File: src/rtl/lcd_pkg.sv
// Shared types and constants for the HD44780-style 4-bit LCD bus responder.
package lcd_pkg;

  typedef enum logic [1:0] {
    StInit8,
    StNibHi,
    StNibLo,
    StClear
  } lcd_state_e;

  // Instruction class masks; the class is chosen by the highest set bit.
  localparam logic [7:0] CMD_CLEAR = 8'h01;
  localparam logic [7:0] CMD_HOME  = 8'h02;
  localparam logic [7:0] CMD_ENTRY = 8'h04;
  localparam logic [7:0] CMD_DISP  = 8'h08;
  localparam logic [7:0] CMD_SHIFT = 8'h10;
  localparam logic [7:0] CMD_FUNC  = 8'h20;
  localparam logic [7:0] CMD_CGRAM = 8'h40;
  localparam logic [7:0] CMD_DDRAM = 8'h80;

  localparam logic [7:0]  CHAR_SPACE = 8'h20;
  localparam int unsigned LCD_CHARS  = 32;
  localparam logic [6:0]  LINE1_BASE = 7'h40;

  function automatic logic [6:0] ac_to_addr(input logic [4:0] idx);
    return (idx[4] ? LINE1_BASE : 7'h00) | {3'b000, idx[3:0]};
  endfunction

  function automatic logic [4:0] addr_to_idx(input logic [7:0] a);
    return {a[6], a[3:0]};
  endfunction

endpackage

File: src/rtl/lcd_char_responder_bus_sync.sv
// Multi-flop synchronizer for the LCD pins plus falling-edge detect on E.
module lcd_bus_sync #(
  parameter int unsigned SYNC_STAGES = 2
) (
  input  logic       clk,
  input  logic       rst,
  input  logic       lcd_e,
  input  logic       lcd_rs,
  input  logic       lcd_rw,
  input  logic [3:0] lcd_dat,
  output logic       fall,
  output logic       rs_s,
  output logic       rw_s,
  output logic [3:0] dat_s
);

  // All pins travel through the same depth so rs/rw/dat line up with the E edge.
  logic [6:0] sync_d [SYNC_STAGES];
  logic [6:0] sync_q [SYNC_STAGES];
  logic       e_prev_d, e_prev_q;

  always_comb begin
    sync_d[0] = {lcd_e, lcd_rs, lcd_rw, lcd_dat};
    for (int i = 1; i < SYNC_STAGES; i++) begin
      sync_d[i] = sync_q[i-1];
    end
    e_prev_d = sync_q[SYNC_STAGES-1][6];
  end

  always_ff @(posedge clk or posedge rst) begin
    if (rst) begin
      for (int i = 0; i < SYNC_STAGES; i++) begin
        sync_q[i] <= '0;
      end
      e_prev_q <= 1'b0;
    end else begin
      for (int i = 0; i < SYNC_STAGES; i++) begin
        sync_q[i] <= sync_d[i];
      end
      e_prev_q <= e_prev_d;
    end
  end

  assign fall  = e_prev_q & ~sync_q[SYNC_STAGES-1][6];
  assign rs_s  = sync_q[SYNC_STAGES-1][5];
  assign rw_s  = sync_q[SYNC_STAGES-1][4];
  assign dat_s = sync_q[SYNC_STAGES-1][3:0];

endmodule

File: src/rtl/lcd_char_responder.sv
// HD44780-style 4-bit bus responder: decodes nibble pairs, keeps a 2x16 DDRAM image.
module lcd_char_responder #(
  parameter int unsigned SYNC_STAGES  = 2,
  parameter int unsigned CLEAR_CYCLES = 32
) (
  input  logic         clk,
  input  logic         rst,
  input  logic         lcd_e,
  input  logic         lcd_rs,
  input  logic         lcd_rw,
  input  logic [3:0]   lcd_dat,
  output logic [255:0] ddram,
  output logic [6:0]   addr,
  output logic         four_bit,
  output logic         display_on,
  output logic         busy,
  output logic         byte_valid,
  output logic         byte_rs,
  output logic [7:0]   byte_data,
  output logic         overrun,
  output logic         rd_err
);
  import lcd_pkg::*;

  localparam int unsigned CntW = $clog2(CLEAR_CYCLES) + 1;

  logic       fall, rs_s, rw_s;
  logic [3:0] dat_s;

  lcd_bus_sync #(
    .SYNC_STAGES(SYNC_STAGES)
  ) u_sync (
    .clk    (clk),
    .rst    (rst),
    .lcd_e  (lcd_e),
    .lcd_rs (lcd_rs),
    .lcd_rw (lcd_rw),
    .lcd_dat(lcd_dat),
    .fall   (fall),
    .rs_s   (rs_s),
    .rw_s   (rw_s),
    .dat_s  (dat_s)
  );

  lcd_state_e      state_d, state_q;
  lcd_state_e      ret_d, ret_q;
  logic [7:0]      mem_d [LCD_CHARS];
  logic [7:0]      mem_q [LCD_CHARS];
  logic [4:0]      idx_d, idx_q;
  logic            incr_d, incr_q;
  logic            four_bit_d, four_bit_q;
  logic            disp_d, disp_q;
  logic [CntW-1:0] cnt_d, cnt_q;
  logic [3:0]      hi_d, hi_q;
  logic            bv_d, bv_q;
  logic            brs_d, brs_q;
  logic [7:0]      bdat_d, bdat_q;
  logic            ovr_d, ovr_q;
  logic            rderr_d, rderr_q;

  lcd_state_e phase, phase_nx;
  logic       is_busy, got_byte, got_full, start_clear;
  logic [7:0] byte_v;
  logic       byte_rs_v;

  always_comb begin
    state_d     = state_q;
    ret_d       = ret_q;
    mem_d       = mem_q;
    idx_d       = idx_q;
    incr_d      = incr_q;
    four_bit_d  = four_bit_q;
    disp_d      = disp_q;
    cnt_d       = cnt_q;
    hi_d        = hi_q;
    bv_d        = 1'b0;
    brs_d       = brs_q;
    bdat_d      = bdat_q;
    ovr_d       = ovr_q;
    rderr_d     = rderr_q;
    got_byte    = 1'b0;
    got_full    = 1'b0;
    start_clear = 1'b0;
    byte_v      = 8'h00;
    byte_rs_v   = 1'b0;

    // While clearing, the nibble phase lives in ret_q so alignment survives the clear.
    is_busy  = (state_q == StClear);
    phase    = is_busy ? ret_q : state_q;
    phase_nx = phase;

    if (fall) begin
      if (rw_s) begin
        rderr_d = 1'b1;
      end else begin
        unique case (phase)
          StInit8: begin
            if (!rs_s && (dat_s == 4'h3 || dat_s == 4'h2)) begin
              got_byte = 1'b1;
              byte_v   = {dat_s, 4'h0};
              if (dat_s == 4'h2) begin
                phase_nx   = StNibHi;
                four_bit_d = 1'b1;
              end
            end
          end
          StNibHi: begin
            hi_d     = dat_s;
            phase_nx = StNibLo;
          end
          StNibLo: begin
            got_byte  = 1'b1;
            got_full  = 1'b1;
            byte_v    = {hi_q, dat_s};
            byte_rs_v = rs_s;
            phase_nx  = StNibHi;
          end
          default: ;
        endcase
      end
    end

    if (got_byte) begin
      bv_d   = 1'b1;
      brs_d  = byte_rs_v;
      bdat_d = byte_v;
      if (is_busy) begin
        ovr_d = 1'b1;
      end
    end

    if (got_full && !is_busy) begin
      if (byte_rs_v) begin
        mem_d[idx_q] = byte_v;
        idx_d        = incr_q ? idx_q + 5'd1 : idx_q - 5'd1;
      end else if ((byte_v & CMD_DDRAM) != '0) begin
        idx_d = addr_to_idx(byte_v);
      end else if ((byte_v & CMD_CGRAM) != '0) begin
        idx_d = idx_q;
      end else if ((byte_v & CMD_FUNC) != '0) begin
        if (byte_v[4]) begin
          phase_nx   = StInit8;
          four_bit_d = 1'b0;
        end
      end else if ((byte_v & CMD_SHIFT) != '0) begin
        idx_d = idx_q;
      end else if ((byte_v & CMD_DISP) != '0) begin
        disp_d = byte_v[2];
      end else if ((byte_v & CMD_ENTRY) != '0) begin
        incr_d = byte_v[1];
      end else if ((byte_v & CMD_HOME) != '0) begin
        idx_d = 5'd0;
      end else if ((byte_v & CMD_CLEAR) != '0) begin
        start_clear = 1'b1;
      end
    end

    if (is_busy) begin
      ret_d = phase_nx;
      if (cnt_q < CntW'(LCD_CHARS)) begin
        mem_d[cnt_q[4:0]] = CHAR_SPACE;
      end
      if (cnt_q == CntW'(CLEAR_CYCLES - 1)) begin
        state_d = phase_nx;
        idx_d   = 5'd0;
        incr_d  = 1'b1;
        cnt_d   = '0;
      end else begin
        cnt_d = cnt_q + CntW'(1);
      end
    end else if (start_clear) begin
      state_d = StClear;
      ret_d   = phase_nx;
      cnt_d   = '0;
    end else begin
      state_d = phase_nx;
      ret_d   = phase_nx;
    end
  end

  always_ff @(posedge clk or posedge rst) begin
    if (rst) begin
      state_q    <= StInit8;
      ret_q      <= StInit8;
      for (int i = 0; i < LCD_CHARS; i++) begin
        mem_q[i] <= CHAR_SPACE;
      end
      idx_q      <= 5'd0;
      incr_q     <= 1'b1;
      four_bit_q <= 1'b0;
      disp_q     <= 1'b0;
      cnt_q      <= '0;
      hi_q       <= 4'h0;
      bv_q       <= 1'b0;
      brs_q      <= 1'b0;
      bdat_q     <= 8'h00;
      ovr_q      <= 1'b0;
      rderr_q    <= 1'b0;
    end else begin
      state_q    <= state_d;
      ret_q      <= ret_d;
      mem_q      <= mem_d;
      idx_q      <= idx_d;
      incr_q     <= incr_d;
      four_bit_q <= four_bit_d;
      disp_q     <= disp_d;
      cnt_q      <= cnt_d;
      hi_q       <= hi_d;
      bv_q       <= bv_d;
      brs_q      <= brs_d;
      bdat_q     <= bdat_d;
      ovr_q      <= ovr_d;
      rderr_q    <= rderr_d;
    end
  end

  for (genvar g = 0; g < LCD_CHARS; g++) begin : g_ddram
    assign ddram[8*(LCD_CHARS-1-g) +: 8] = mem_q[g];
  end

  assign addr       = ac_to_addr(idx_q);
  assign four_bit   = four_bit_q;
  assign display_on = disp_q;
  assign busy       = (state_q == StClear);
  assign byte_valid = bv_q;
  assign byte_rs    = brs_q;
  assign byte_data  = bdat_q;
  assign overrun    = ovr_q;
  assign rd_err     = rderr_q;

endmodule

File: config.mk
export PLATFORM = sky130hd
export DESIGN_NAME = lcd_char_responder
export DESIGN_NICKNAME = d
export VERILOG_FILES = /design/src/rtl/lcd_pkg.sv /design/src/rtl/lcd_char_responder_bus_sync.sv /design/src/rtl/lcd_char_responder.sv
export SDC_FILE = /design/constraint.sdc
export NUM_CORES = 1
export LEC_CHECK = 0
export ABC_CLOCK_PERIOD_IN_PS = 8210
export BUFFER_PORTS_ARGS = -buffer_cell sky130_fd_sc_hd__buf_2
export CAP_MARGIN = 20
export CORE_ASPECT_RATIO = 1.5
export CORE_MARGIN = 1
export CORE_UTILIZATION = 49
export CTS_CLUSTER_DIAMETER = 200
export DETAILED_ROUTE_END_ITERATION = 12
export PLACE_DENSITY = 0.84
export SYNTH_ARGS = -nofsm -noshare
export SYNTH_HDL_FRONTEND = slang
export SYNTH_SLANG_ARGS = --single-unit
File: constraint.sdc
create_clock -name clk -period 8.21 [get_ports clk]
set_input_delay 0.4105 -clock clk [delete_from_list [all_inputs] [get_ports clk]]
set_output_delay 0.4105 -clock clk [all_outputs]
set_load 0.05 [all_outputs]
==> reports/metrics.csv <==
metric,value,unit
CP Data Arrival Time,3.60,ns
Die W,136,um
Cell Pwr Density,253,nW/um2
fin crit share,38.8,%
Post-DP HPWL,27.1,mm
share of layout cells above drive strength 1,27.6,%
Yosys reg bits,305,
DP Area,14900,um2
final net count,1580,
post_cts resized,0,
crit path max fanout,17,
Setup TNS,0,ns
final RePlAce weighted congestion,0.891,
Longest Clk Path Bufs,3,
outcome,completed,
clk_lat worst skew,0.56,ns
drt drc,0,
initial antenna violation count,0,
total routed wirelength,40.4,mm
asr flop ratio synth,100,%
Post CTS Setup Buffer Count,0,
Max Clock Skew,0.0124,ns
Placeable Area,26500,um2
crit path time final,3.19,ns
cell count after synthesis,1286,
row count,73,
YS warnings,0,
Final ANT Viol Nets,0,
final instance area,16000,um2
grt total ovfl,0,
# IOs,287,
VDD IR-drop max,155,uV
vias in the first global route,10838,
CP Capture Type,flop,
Die Ht,203,um
detailed-route via count,11028,
Filler cells,2163,
GRT Total Usage,29.1,%
Leakage Power,8.65,nW
ANT cells,0,
Slew @ Worst Pin,1.10,ns
distinct cell type count after synthesis,65,
first-pass GRT wire length,61.3,mm
fin. max-slew vios,0,
Max-Cap Viols,0,
critical path launch point type,flop,
type of the worst min-delay path,in2async,
"Top FF cell, synth",dfrtp_1,
drt wl/cell,21.0,um
final hold vios,0,
WP data required,8.62,ns
Crit Path Category,reg2reg,
Post-synth EDFFs,0,
vias per inst,5.74,
Layout area overhead,20.7,%
drt first pass iters,8,
Initial Utilization,49.9,%
I/O Buffers,284,
Syn Area/Cell,10.3,um2
CTS H-Tree Depth,1,
pin count of the biggest net entering global routing,164,
sequential share of the synthesized area,58.0,%
"CTS clk-pin slew, worst paths",0.07,ns
Max-slew headroom,26.8,%
fmax,0.314,GHz
CTS tree,done,
drt initial violations,867,
RSZ-0062 raised after global routing,no,
CTS Buf Count,28,
Setup Viol. Count Final,0,
CTS sink cnt,305,
Synth Cell Area,13200,um2
DIE AREA,27700,um2
clk root buf,clkbuf_16,
## synth_stat cells (3+ instances only)
library cell / number / area share [%]
nand2_1: 293 / 8.3
dfrtp_1: 272 / 51
nor2_1: 154 / 4.4
a21oi_1: 140 / 5.3
mux2i_1: 87 / 6.6
clkbuf_1: 36 / 1.0
dfstp_2: 33 / 6.6
a211o_1: 31 / 2.1
nand3_1: 30 / 1.1
nand3_2: 26 / 2.0
o21ai_0: 17 / 0.64
inv_1: 15 / 0.43
nor3_4: 13 / 1.6
nor3_2: 12 / 0.91
nand2b_1: 10 / 0.47
buf_2: 9 / 0.34
and2_1: 8 / 0.38
ha_1: 7 / 0.66
and3_1: 6 / 0.28
o31ai_1: 6 / 0.34
mux2_2: 5 / 0.43
nor3_1: 5 / 0.19
a22o_1: 4 / 0.26
nand3b_1: 4 / 0.23
or3_1: 4 / 0.19
a211oi_2: 3 / 0.28
a21o_1: 3 / 0.17
buf_4: 3 / 0.17
o211ai_1: 3 / 0.17
or3_4: 3 / 0.26
## kinds of logic (layout without fill, tap and decap cells)
group                      count (synthesis)  in the layout  synth area share, %
buffers and inverters                     67            365                 2.19
and+or+nand+nor                          580            580                 21.1
xor gates and xnor gates                   3              3                0.199
DFF                                      305            305                 58.0
adders and majority gates                  8              8                0.814
muxes                                     92             92                 7.01
AOI/OAI and AO/OA                        230            230                 10.7
other                                      1              2               0.0284
## power by group
group / switching, W / internal (W) / total, W
clock network: 0.000566 / 0.000790 / 0.00136
logic: 0.000682 / 0.000226 / 0.000908
registers: 0.000132 / 0.00165 / 0.00178
## placed cells by master, fill, tap and decap left out, drive strengths merged, types with 8 or more instances in the layout
cell type	count
nand2	293
and2	8
o21ai	19
nor2	154
nand2b	10
dfstp	33
a211o	31
mux2i	87
a21oi	140
nor3	30
nand3	56
inv	14
dfrtp	272
clkbuf	45
buf	291
## path summary, 6_finish.rpt
check                                  from  cells after the start           to  slack (ns)
setup / recovery                u_sync.rw_s                      5    ddram[26]        5.02
hold / removal                          rst                      3    ddram[46]        0.10
setup reg to reg                u_sync.rw_s                      5    ddram[26]        5.02
hold reg to reg            u_sync.sync_d[5]                      0  u_sync.rs_s        0.35
max in group asynchronous               rst                      4    ddram[24]        6.75
min in group clk           u_sync.sync_d[5]                      0  u_sync.rs_s        0.35
## flip-flops by register name (all words and copies together), names as in the netlist, 2 cells and up
| register | flops |
|---|---|
| state_q | 2 |
| u_sync.dat_s | 4 |
| cnt_q | 6 |
| u_sync.sync_d | 7 |
| ddram | 256 |
| idx_q | 5 |
| hi_q | 4 |
| byte_data | 8 |
| ret_q | 2 |
## routing by layer
metal / share of wire (%) / wire length, um / global-route usage, %
met3: 6.5 / 2650 / 4.82
met5: 0 / 0 / 0
met1: 37 / 14800 / 34.7
met2: 51 / 20700 / 49.7
met4: 5.7 / 2290 / 16.1
## stage by stage
stage          total power (W)  std cells  util (%)  setup WS, ns  hold slack [ns]
2_1_floorplan          0.00246       1287         -          3.77            0.331
3_3_place_gp           0.00267       1862      56.3          5.18            0.335
3_5_place_dp           0.00270       1862      56.3          5.09            0.340
4_1_cts                0.00405       1921      60.2          5.04            0.169
5_1_grt                0.00418       1922      60.3          4.78            0.195
6_report               0.00404       1922      60.3          5.02            0.105
## layout make-up
class	count	area, um2	area share, %
Sequential cell	305	7670	48.1
Multi-Input combinational cell	915	5290	33.1
Timing Repair Buffer	298	1580	9.87
Clock buffer	45	836	5.24
Tap cell	337	422	2.64
Clock inverter	7	113	0.705
Inverter	15	60.1	0.376
## worst max-delay path, stage by stage (launching register included)
cell,delay (ns)
dfrtp_1,0.41
or3b_1,0.71
nor3_4,0.93
nand3_1,0.63
nand3_1,0.24
o21ai_0,0.11
## timing repair
item	4_1_cts	5_1_grt
hold endpoints to repair	7	0
hold buffers	7	0
endpoints found under the setup margin	0	0
No activity file was read; power rests on OpenSTA's default activity.
